<file path="src/rtl/mem_arbiter.sv">
// Arbiter for the single main-memory port shared by instruction fetch and the MEM stage.
// Data requests win by default; a saturating starvation counter forces a fetch grant.
module mem_arbiter #(
   parameter int ADDR_W     = 22,
   parameter int DATA_W     = 32,
   parameter int RD_LAT     = 2,
   parameter int STARVE_MAX = 4
) (
   input  logic              clk,
   input  logic              rst,
   input  logic              if_req,
   input  logic [ADDR_W-1:0] if_addr,
   output logic              if_gnt,
   output logic              if_rvalid,
   output logic [DATA_W-1:0] if_rdata,
   input  logic              dm_req,
   input  logic              dm_we,
   input  logic [ADDR_W-1:0] dm_addr,
   input  logic [DATA_W-1:0] dm_wdata,
   output logic              dm_gnt,
   output logic              dm_rvalid,
   output logic [DATA_W-1:0] dm_rdata,
   output logic              mem_en,
   output logic              mem_we,
   output logic [ADDR_W-1:0] mem_addr,
   output logic [DATA_W-1:0] mem_wdata,
   input  logic [DATA_W-1:0] mem_rdata
);

   typedef enum logic {S_IDLE, S_RD_WAIT} state_e;

   localparam logic [2:0] LAT  = 3'(RD_LAT);
   localparam logic [3:0] SMAX = 4'(STARVE_MAX);

   state_e            state_q;
   logic              owner_q;      // 0 = fetch, 1 = data port
   logic [2:0]        cnt_q;
   logic [3:0]        starve_q, starve_d;
   logic [DATA_W-1:0] if_rdata_q, dm_rdata_q;
   logic              if_rvalid_q, dm_rvalid_q;

   logic arb_ok, if_win, dm_win, rd_start, rd_done;

   // Gated by rst so nothing is granted while reset is held.
   assign arb_ok   = rst && (state_q == S_IDLE);
   assign if_win   = arb_ok && if_req && (!dm_req || (starve_q == SMAX));
   assign dm_win   = arb_ok && dm_req && !if_win;
   assign rd_start = if_win || (dm_win && !dm_we);
   assign rd_done  = (state_q == S_RD_WAIT) && (cnt_q == LAT);

   assign if_gnt    = if_win;
   assign dm_gnt    = dm_win;
   assign mem_en    = if_win || dm_win;
   assign mem_we    = dm_win && dm_we;
   assign mem_addr  = if_win ? if_addr : (dm_win ? dm_addr : '0);
   assign mem_wdata = dm_win ? dm_wdata : '0;

   assign if_rvalid = if_rvalid_q;
   assign dm_rvalid = dm_rvalid_q;
   assign if_rdata  = if_rdata_q;
   assign dm_rdata  = dm_rdata_q;

   always_comb begin
      starve_d = starve_q;
      if (!if_req || if_win)
         starve_d = '0;
      else if (dm_win && (starve_q != SMAX))
         starve_d = starve_q + 4'd1;
   end

   always_ff @(posedge clk or negedge rst) begin
      if (!rst) begin
         state_q     <= S_IDLE;
         owner_q     <= 1'b0;
         cnt_q       <= '0;
         starve_q    <= '0;
         if_rdata_q  <= '0;
         dm_rdata_q  <= '0;
         if_rvalid_q <= 1'b0;
         dm_rvalid_q <= 1'b0;
      end else begin
         starve_q    <= starve_d;
         if_rvalid_q <= rd_done && !owner_q;
         dm_rvalid_q <= rd_done && owner_q;
         case (state_q)
            S_IDLE: begin
               if (rd_start) begin
                  state_q <= S_RD_WAIT;
                  owner_q <= dm_win;
                  cnt_q   <= 3'd1;
               end
            end
            S_RD_WAIT: begin
               if (rd_done) begin
                  state_q <= S_IDLE;
                  cnt_q   <= '0;
                  if (owner_q) dm_rdata_q <= mem_rdata;
                  else         if_rdata_q <= mem_rdata;
               end else begin
                  cnt_q <= cnt_q + 3'd1;
               end
            end
            default: state_q <= S_IDLE;
         endcase
      end
   end

endmodule

</file>
<file path="config.mk">
export PLATFORM = sky130hd
export DESIGN_NAME = mem_arbiter
export DESIGN_NICKNAME = d
export VERILOG_FILES = /design/src/rtl/mem_arbiter.sv
export SDC_FILE = /design/constraint.sdc
export NUM_CORES = 1
export LEC_CHECK = 0
export BUFFER_PORTS_ARGS = -buffer_cell sky130_fd_sc_hd__buf_2
export CORE_UTILIZATION = 45
export DETAILED_ROUTE_END_ITERATION = 6
export GPL_ROUTABILITY_DRIVEN = 1
export PLACE_DENSITY = 0.94
export SETUP_SLACK_MARGIN = 0.15
export SLEW_MARGIN = 20
export SYNTH_ARGS = -nofsm -noshare
export SYNTH_HDL_FRONTEND = slang
export SYNTH_SLANG_ARGS = --single-unit
</file>
<file path="constraint.sdc">
create_clock -name clk -period 4.32 [get_ports clk]
set_input_delay 0.648 -clock clk [delete_from_list [all_inputs] [get_ports clk]]
set_output_delay 0.648 -clock clk [all_outputs]
set_load 0.05 [all_outputs]
</file>
==> flow_metrics.env, run 1 <==
export IMPL_fin_nets=661
export IMPL_avgViaCountPerCell=5.01
export IMPL_num_rows=32
export IMPL_slew_violations=0
export IMPL_start_kind="register"
export IMPL_finalSetupViolCount=0
export IMPL_routed_wl_mm=10.1
export IMPL_avgSynthCellArea_um2=11.5
export IMPL_drc=0
export IMPL_fmax_mhz=307
export IMPL_yosysWarnings=0
export IMPL_grt_max_degree=73
export IMPL_antenna_found_initial=4
export IMPL_ant_nets=0
export IMPL_fp_dieArea_um2=8390
export IMPL_gp_congestion=0.920
export IMPL_htreeDepth=3
export IMPL_io_pins=237
export IMPL_arrival_ns=2.60
export IMPL_fin_area_um2=5020
export IMPL_synth_largest_area_cell="dfrtp_1"
export IMPL_synth_seq_cells=75
export IMPL_grtUsageTotal=0.244
export IMPL_p_leak_nw=2.71
export IMPL_yosysMostFrequentCell="dfrtp_1"
export IMPL_io_buffers=236
export IMPL_tightest_slew_ns=0.928
export IMPL_dr_pass1_iters=5
export IMPL_endpoint_kind="output port"
export IMPL_synthArstFlopShare=1.00
export IMPL_clock_sinks=75
export IMPL_hold_path_class="primary input to asynchronous set/reset pin"
export IMPL_path_class="register to output port"
export IMPL_cts_setup_buffers=0
export IMPL_synth_distinct_cells=34
export IMPL_reg2regPathDepth=5
export IMPL_syn_cell_area_um2=3610
export IMPL_netlist_top_cells_area="dfrtp_1 (52%), mux2_1 (19%), and2_1 (5.5%)"
export IMPL_finalSetupTns_ns=0
export IMPL_placed_cell_area_um2=4840
export IMPL_num_vias=3278
export IMPL_drtIter0Drc=98
export IMPL_finClkSkew_ns=0.00997
export IMPL_design_power_total_mw=3.97
export IMPL_layout_drive_gt1_share=0.485
export IMPL_fillers=596
export IMPL_rsz0062_at_grt="false"
export IMPL_cts_tree="yes"
export IMPL_dieWidth_um=91.6
export IMPL_die_h_um=91.6
export IMPL_timing_final_crit_share=0.753
export IMPL_hold_buffers=0
export IMPL_start_util=0.467
export IMPL_clkTransAtPathRegs_ns=0.08
export IMPL_hold_violations=0
export IMPL_clk_latency_ns=0.34
export IMPL_synth_fp_nets=432
export IMPL_cp_max_fo=13
export IMPL_synth_ff_type="dfrtp_1"
export IMPL_power_density_nw_per_um2=791
export IMPL_critPathRequiredTime_ns=3.67
export IMPL_cts_max_path_buffers=2
export IMPL_synth_cells=315
export IMPL_relSlewSlack=0.381
export IMPL_cap_violations=0
export IMPL_cts_root_buf="clkbuf_8"
export IMPL_core_region_area_um2=7730
export IMPL_timing_rr_start="cnt_q[0]"
export IMPL_avgRoutedWirePerCell_um=15.5
export IMPL_grt_overflow_total=0
export IMPL_layout_min_cycle_time_ns=3.25
export IMPL_reg2reg_to="dm_rdata[26]"
export IMPL_hpwlAfterDp_mm=8.03
export IMPL_synth_edf_count=0
export IMPL_grt_pass1_vias=3203
export IMPL_grt_pass1_wl_mm=15.6
export IMPL_irDropWorstVdd_mv=0.285
export IMPL_rrSetupSlack_ns=1.90
export IMPL_status="completed"
export IMPL_cts_buffers=9
export IMPL_cts_resized=0
export IMPL_syn_to_final_growth_pct=39.1
export IMPL_seq_area_frac_synth=0.520
export IMPL_synthTopCellsByCount="dfrtp_1 (75), mux2_1 (61), nand2_1 (46), and2_1 (32), o22ai_1 (22)"
export IMPL_synth_top_cell_area_share=0.520
-- critical path, stage by stage (launching register included) --
cell	delay, ns
dfrtp_1	0.41
inv_1	0.09
ha_1	0.21
nand3b_1	0.20
a211oi_2	0.68
buf_4	0.31
o22ai_1	0.10
buf_2	0.25
-- sequential cells by signal, indices dropped and copies added (netlist names) --
signal and flops:
starve_q 4, state_q 1, dm_rvalid 1, if_rvalid 1, if_rdata 32, owner_q 1
cnt_q 3, dm_rdata 32
-- per-stage QoR --
stage,hold WS [ns],cells,utilization,worst slack [ns]
after CTS,0.0873,651,0.649,1.08
after floorplan,0.352,315,-,1.51
after global placement,0.461,635,0.626,1.34
final,0.105,654,0.650,1.07
after detailed placement,0.471,635,0.626,1.25
after global routing,0.0824,653,0.649,0.845
-- area by class of cell --
cell class / instances / area [um2] / area share
sequential: 75 / 1880 / 0.374
multi-input combinational: 211 / 1590 / 0.317
timing repair buffer: 240 / 1210 / 0.242
tap: 102 / 128 / 0.0254
clock buffer: 9 / 124 / 0.0247
clock inverter: 7 / 52.6 / 0.0105
inverter: 7 / 26.3 / 0.00523
antenna: 3 / 7.51 / 0.00150
-- power breakdown --
part | leakage, nW | internal [mW] | switching (mW)
clock | 0.0900 | 0.212 | 0.270
sequential | 0.904 | 1.03 | 0.185
combinational | 1.71 | 0.567 | 1.70
-- placed cells by master (no fill, tap or decap) --
cell | netlist | layout
and4b_1 | 1 | 1
mux2i_1 | 1 | 1
mux2_1 | 61 | 61
a21oi_1 | 6 | 6
buf_4 | 5 | 5
a21o_1 | 1 | 1
o22ai_1 | 22 | 22
clkinv_4 | 0 | 2
and3b_1 | 2 | 2
nand2b_1 | 1 | 1
o31ai_2 | 1 | 1
o21a_1 | 1 | 1
ha_1 | 4 | 4
a22o_1 | 2 | 2
clkinvlp_4 | 0 | 1
nor2_1 | 7 | 7
nand4_1 | 2 | 2
clkbuf_8 | 0 | 9
clkinv_2 | 0 | 2
or4_1 | 1 | 1
nor2b_2 | 1 | 1
and2_1 | 32 | 32
nor3_1 | 1 | 1
a211oi_2 | 2 | 2
nor4_1 | 1 | 1
mux2_2 | 4 | 4
nor2b_1 | 5 | 5
nand3_2 | 0 | 1
inv_1 | 7 | 7
nand3_1 | 2 | 1
o2111a_1 | 1 | 1
o21ai_1 | 1 | 1
buf_2 | 9 | 235
nand2_1 | 46 | 46
nand3b_1 | 1 | 1
diode_2 | 0 | 3
dfrtp_1 | 75 | 75
nand3b_4 | 1 | 1
inv_6 | 0 | 2
-- layer usage --
layer | GRT usage | routed length, um
met3 | 0.0921 | 940
met4 | 0.0728 | 157
met1 | 0.272 | 3810
met5 | 0 | 10
met2 | 0.430 | 5200
-- how the worst max path moves through the flow --
stage | slack [ns] | depth (start not counted) | start | end
floorplan | 1.51 | 6 | dm_req | mem_addr[10]
global placement | 1.34 | 6 | if_req | mem_addr[17]
detailed placement | 1.25 | 6 | if_req | mem_addr[16]
CTS | 1.08 | 7 | starve_q[0] | mem_addr[16]
global route | 0.85 | 7 | starve_q[0] | mem_addr[11]
finish | 1.07 | 7 | starve_q[0] | mem_addr[16]
-- logic make-up after synthesis --
group / synth area share
fa+ha+maj: 0.0139
mux: 0.205
compound gates: 0.0703
simple gates: 0.150
flops: 0.520
buf+inv: 0.0405
(Power assumes the default switching activity.)
==> run 2, diff against run 1 <==
Settings changed: CORE_UTILIZATION 45 to 38, PLACE_DENSITY 0.94 to 0.85.
Clock period 4.32 ns to 2.8 ns, I/O delays scaled along.
==> flow_metrics.env, run 2 (synthesis results as in run 1) <==
export IMPL_ant_nets=0
export IMPL_cts_root_buf="clkbuf_8"
export IMPL_fmax_mhz=388
export IMPL_switchingPower_mw=3.28
export IMPL_timing_final_crit_share=0.920
export IMPL_num_vias=3260
export IMPL_routed_wl_mm=9.98
export IMPL_grt_pass1_wl_mm=15.0
export IMPL_relSlewSlack=0.374
export IMPL_clkTransAtPathRegs_ns=0.08
export IMPL_grt_pass1_vias=3108
export IMPL_htreeDepth=3
export IMPL_irDropWorstVdd_mv=0.599
export IMPL_mostFrequentLayoutCells="buf_2 (224), dfrtp_1 (75), mux2_1 (61)"
export IMPL_hold_path_end="dm_rdata[17]"
export IMPL_avgRoutedWirePerCell_um=14.5
export IMPL_preCtsSetupSlack_ns=0.352
export IMPL_grtUsageTotal=0.195
export IMPL_cts_buffers=9
export IMPL_reg2reg_to="dm_rdata[10]"
export IMPL_arrival_ns=2.16
export IMPL_final_common_cell="buf_2"
export IMPL_intPower_mw=3.00
export IMPL_core_region_area_um2=9240
export IMPL_antenna_found_initial=1
export IMPL_finalSetupTns_ns=0
export IMPL_p_leak_nw=2.76
export IMPL_start_util=0.391
export IMPL_grt_max_degree=76
export IMPL_hold_path_class="primary input to register"
export IMPL_dr_pass1_iters=4
export IMPL_worstHoldStart="mem_rdata[17]"
export IMPL_drc=0
export IMPL_clockPowerShare=0.142
export IMPL_clock_sinks=75
export IMPL_hold_violations=0
export IMPL_start_kind="register"
export IMPL_hpwlAfterDp_mm=7.67
export IMPL_io_buffers=236
export IMPL_slew_violations=0
export IMPL_design_power_total_mw=6.28
export IMPL_grt_overflow_total=0
export IMPL_clk_latency_ns=0.33
export IMPL_cts_max_path_buffers=2
export IMPL_rsz0062_at_grt="true"
export IMPL_layout_min_cycle_time_ns=2.58
export IMPL_num_rows=35
export IMPL_gp_congestion=0.833
export IMPL_tightest_slew_ns=0.939
export IMPL_status="completed"
export IMPL_dieWidth_um=99.5
export IMPL_fin_nets=668
export IMPL_cts_tree="yes"
export IMPL_io_pins=237
export IMPL_cp_max_fo=11
export IMPL_avgViaCountPerCell=4.75
export IMPL_reg2regPathDepth=5
export IMPL_timing_rr_start="cnt_q[0]"
export IMPL_rrSetupSlack_ns=0.43
export IMPL_holdPathStages=2
export IMPL_finClkSkew_ns=0.00911
export IMPL_syn_to_final_growth_pct=44.3
export IMPL_layout_drive_gt1_share=0.498
export IMPL_p_seq_frac=0.298
export IMPL_fp_dieArea_um2=9900
export IMPL_path_class="register to output port"
export IMPL_comb_power_share=0.560
export IMPL_worst_slack_ns=0.224
export IMPL_die_h_um=99.5
export IMPL_power_density_nw_per_um2=1200
export IMPL_critPathRequiredTime_ns=2.38
export IMPL_p_sw_frac=0.522
export IMPL_crit_path_start="starve_q[0]"
export IMPL_finalSetupViolCount=0
export IMPL_drtIter0Drc=98
export IMPL_endpoint_kind="output port"
export IMPL_cap_violations=0
[run 2: cell types whose count changed in the layout (fill, tap and decap cells not counted), sizes merged]
cell         previous run  this run
diode                   3         1
dlygate4sd3             0         1
buf                   240       236
clkinv                  4         3
inv                     9         8
clkbuf                  9        19
clkinvlp                1         0
bufinv                  0         2
a21o                    1         2
[run 2: worst max-delay path, stage by stage, from the launching register on]
cell and delay (ns):
dfrtp_1 0.41, inv_1 0.09, ha_1 0.21, nand3b_1 0.15
buf_4 0.19, a21o_4 0.25, o22ai_1 0.21, buf_2 0.30
[run 2: timing repair]
action / 4_1_cts / 5_1_grt
setup endpoints to repair: 22 / 21
cloned: 0 / 2
endpoints found under the hold margin: 1 / 0
hold buffers: 1 / 0
buffers inserted: 0 / 2
gates resized for setup: 5 / 15
pin swaps: 0 / 2
[run 2: how the worst max path moves through the flow]
stage                         endpoint  slack, ns  depth (start not counted)
final                     mem_addr[17]       0.22                          7
after global placement     mem_addr[1]       0.46                          6
after detailed placement   mem_addr[1]       0.35                          6
after CTS                  mem_addr[1]       0.17                          6
after floorplan           mem_addr[10]       0.35                          6
after global routing       mem_addr[8]       0.13                          7
[run 2: area by class of cell]
cell class              instances  area [um2]
diodes                          1        2.50
clock buffers                  10         128
clock inverters                 6        87.6
fillers                       805        4030
inverters                       7        26.3
multi-input cells             212        1630
flip-flops and latches         75        1880
well taps                     129         161
repair buffers                246        1300
[run 2: layer usage]
metal / routed length (um) / global-route usage / vias to the layer above
li1: - / - / 1550
met1: 3940 / 0.225 / 1526
met2: 5130 / 0.348 / 174
met3: 721 / 0.0478 / 10
met4: 185 / 0.0758 / 0
met5: 0 / 0 / -
[run 2: stage by stage]
stage	util	cells	instance area (um2)	hold WS (ns)
CTS	0.555	681	5130	0.288
finish	0.564	686	5210	0.308
floorplan	-	315	3610	0.124
detailed placement	0.529	664	4890	0.229
global placement	0.529	664	4890	0.229
global route	0.564	686	5210	0.293
[run 2: power by group through the flow]
stage / combinational (mW) / clock [mW] / sequential [mW]
3_3_place_gp: 3.44 / 0 / 1.85
4_1_cts: 3.52 / 0.916 / 1.87
5_1_grt: 3.69 / 0.953 / 1.93
3_5_place_dp: 3.51 / 0 / 1.90
2_1_floorplan: 1.01 / 0 / 3.53
6_report: 3.52 / 0.888 / 1.87
==> run 3, diff against run 2 <==
Settings changed: ABC_AREA set to 1, CORE_UTILIZATION 38 to 39, CTS_CLUSTER_SIZE set to 20, PLACE_DENSITY 0.85 to 0.86.
==> flow_metrics.env, run 3 <==
export IMPL_cp_cell_sequence="inv_1, ha_1, nand3_1, nand2_2, nand2_8, nand2_8, nor2_1, buf_2"
export IMPL_fmax_mhz=417
export IMPL_busiest_layer="met2"
export IMPL_dieWidth_um=101
export IMPL_start_kind="register"
export IMPL_preCtsSetupSlack_ns=0.603
export IMPL_met1_usage=0.197
export IMPL_netlist_top_cells_area="dfrtp_1 (49%), nand2_1 (12%), o21ai_2 (9.1%)"
export IMPL_p_seq_frac=0.286
export IMPL_synth_seq_cells=75
export IMPL_irDropWorstVdd_mv=0.620
export IMPL_io_buffers=236
export IMPL_finClkSkew_ns=0.0124
export IMPL_cts_tree="yes"
export IMPL_fp_dieArea_um2=10300
export IMPL_synth_largest_area_cell="dfrtp_1"
export IMPL_layout_min_cycle_time_ns=2.40
export IMPL_fin_nets=804
export IMPL_cap_violations=0
export IMPL_grt_overflow_total=0
export IMPL_synth_edf_count=0
export IMPL_grt_use_met2=0.323
export IMPL_fin_area_um2=5240
export IMPL_final_common_cell="buf_2"
export IMPL_finalSetupViolCount=0
export IMPL_layout_drive_gt1_share=0.448
export IMPL_num_rows=35
export IMPL_cpPeakStageDelay_ns=0.37
export IMPL_arrival_ns=1.98
export IMPL_clkTransAtPathRegs_ns=0.08
export IMPL_critPathRequiredTime_ns=2.38
export IMPL_cts_setup_buffers=0
export IMPL_grt_pass1_vias=3152
export IMPL_synth_distinct_cells=21
export IMPL_clock_sinks=75
export IMPL_synthTopCellsByCount="nand2_1 (128), inv_1 (80), dfrtp_1 (75), o21ai_2 (40), nor2_1 (37)"
export IMPL_synthArstFlopShare=1.00
export IMPL_slowest_stage="dfrtp_1"
export IMPL_die_h_um=101
export IMPL_path_class="register to output port"
export IMPL_switchingPower_mw=3.56
export IMPL_slew_violations=0
export IMPL_finalCoreUtilization=0.556
export IMPL_rsz0062_at_grt="false"
export IMPL_seq_area_frac_synth=0.488
export IMPL_drtIter0Drc=133
export IMPL_status="completed"
export IMPL_cts_root_buf="clkbuf_8"
export IMPL_grt_max_degree=77
export IMPL_core_region_area_um2=9420
export IMPL_hold_violations=0
export IMPL_place_inst=805
export IMPL_dr_pass1_iters=4
export IMPL_cp_top_family="simple AND/OR/NAND/NOR gates"
export IMPL_syn_to_final_growth_pct=36.1
export IMPL_power_density_nw_per_um2=1230
export IMPL_relSlewSlack=0.364
export IMPL_htreeDepth=3
export IMPL_hpwlAfterDp_mm=6.95
export IMPL_p_leak_nw=3.28
export IMPL_p_sw_frac=0.552
export IMPL_avgViaCountPerCell=4.33
export IMPL_syn_cell_area_um2=3850
export IMPL_start_util=0.409
export IMPL_fin_cells=822
export IMPL_comb_power_share=0.582
export IMPL_synth_top_cell_area_share=0.488
export IMPL_ant_nets=0
export IMPL_mostFrequentLayoutCells="buf_2 (235), nand2_1 (126), inv_1 (80)"
export IMPL_gp_congestion=0.833
export IMPL_hold_path_class="primary input to asynchronous set/reset pin"
export IMPL_synth_fp_nets=578
export IMPL_antenna_found_initial=1
export IMPL_cts_buffers=9
export IMPL_timing_final_crit_share=0.856
export IMPL_clockPowerShare=0.132
export IMPL_grtUsageTotal=0.176
export IMPL_synth_cells=461
export IMPL_drc=0
export IMPL_intPower_mw=2.89
export IMPL_finalSetupTns_ns=0
export IMPL_clk_latency_ns=0.34
export IMPL_path_common_cell="nand2_8"
export IMPL_met3_usage=0.0421
export IMPL_num_vias=3556
export IMPL_yosysWarnings=0
export IMPL_yosysMostFrequentCell="nand2_1"
export IMPL_cp_max_fo=34
export IMPL_crit_buf_inv=2
export IMPL_avgRoutedWirePerCell_um=11.2
export IMPL_endpoint_kind="output port"
export IMPL_placed_cell_area_um2=5000
export IMPL_io_pins=237
export IMPL_synth_ff_type="dfrtp_1"
export IMPL_worst_slack_ns=0.402
export IMPL_routed_wl_mm=9.18
export IMPL_cts_max_path_buffers=2
export IMPL_avgSynthCellArea_um2=8.34
export IMPL_grt_pass1_wl_mm=14.1
export IMPL_tightest_slew_ns=0.954
[run 3: cell types whose count changed after synthesis, sizes merged, moves of 7 or more]
cell   previous run  this run
buf              15        22
inv               7        84
nand2            46       134
nor2              7        39
and2             32         0
nand3             2        28
o22ai            22         0
o21ai             1        67
mux2             65         0
[run 3: path summary, 6_finish.rpt]
path	from	slack, ns	cells past startpoint	end
worst min register to register	dm_rdata[2]	0.48	2	dm_rdata[2]
worst max-delay path	starve_q[0]	0.40	8	mem_wdata[11]
min in group clk	mem_rdata[12]	0.33	3	if_rdata[12]
worst min-delay path	rst	0.31	2	starve_q[1]
max in group asynchronous	rst	1.83	2	if_rdata[27]
worst max register to register	cnt_q[0]	1.27	8	dm_rdata[5]
[run 3: repair_timing]
action / 4_1_cts / 5_1_grt
endpoints found under the hold margin: 0 / 0
hold buffers: 0 / 0
resized for setup: 0 / 6
setup endpoints to repair: 0 / 57
[run 3: worst reg2reg max path, stage by stage (launching register included)]
cell and delay, ns:
dfrtp_1 0.41, inv_1 0.08, ha_1 0.15, nand2_2 0.10, nor2_4 0.14, nand2_2 0.08
buf_12 0.19, nand2_1 0.15, o21ai_0 0.10
[run 3: per-layer routing]
layer | vias up | share of wire
li1 | 1848 | -
met1 | 1562 | 0.41
met2 | 139 | 0.51
met3 | 7 | 0.075
met4 | 0 | 0.010
met5 | - | 0
[run 3: stage by stage]
| step | hold WS, ns | power, mW |
|---|---|---|
| after floorplan | 0.124 | 4.83 |
| after global placement | 0.458 | 5.57 |
| after detailed placement | 0.463 | 5.64 |
| after CTS | 0.315 | 6.51 |
| after global routing | 0.327 | 6.87 |
| final | 0.307 | 6.45 |
[run 3: cells by family after synthesis]
group	after synthesis	synth area share
XOR/XNOR	2	0.00456
AO/OA/AOI/OAI	70	0.131
adder cells (fa/ha/maj)	4	0.0130
AND/OR/NAND/NOR	202	0.219
buffers and inverters	108	0.144
flip-flops	75	0.488
[run 3: area by class of cell]
type,instances,area [um2]
fillers,891,4180
well taps,129,161
inverters,84,322
clock buffers,9,124
repair buffers,239,1230
diodes,1,2.50
clock inverters,7,82.6
multi-input cells,278,1440
flip-flops and latches,75,1880
[run 3: power by group through the flow]
stage / logic, mW / registers (mW) / clock network (mW)
6_report: 3.75 / 1.85 / 0.851
5_1_grt: 4.01 / 1.93 / 0.929
4_1_cts: 3.78 / 1.85 / 0.877
3_5_place_dp: 3.77 / 1.87 / 0
3_3_place_gp: 3.72 / 1.84 / 0
2_1_floorplan: 1.28 / 3.55 / 0
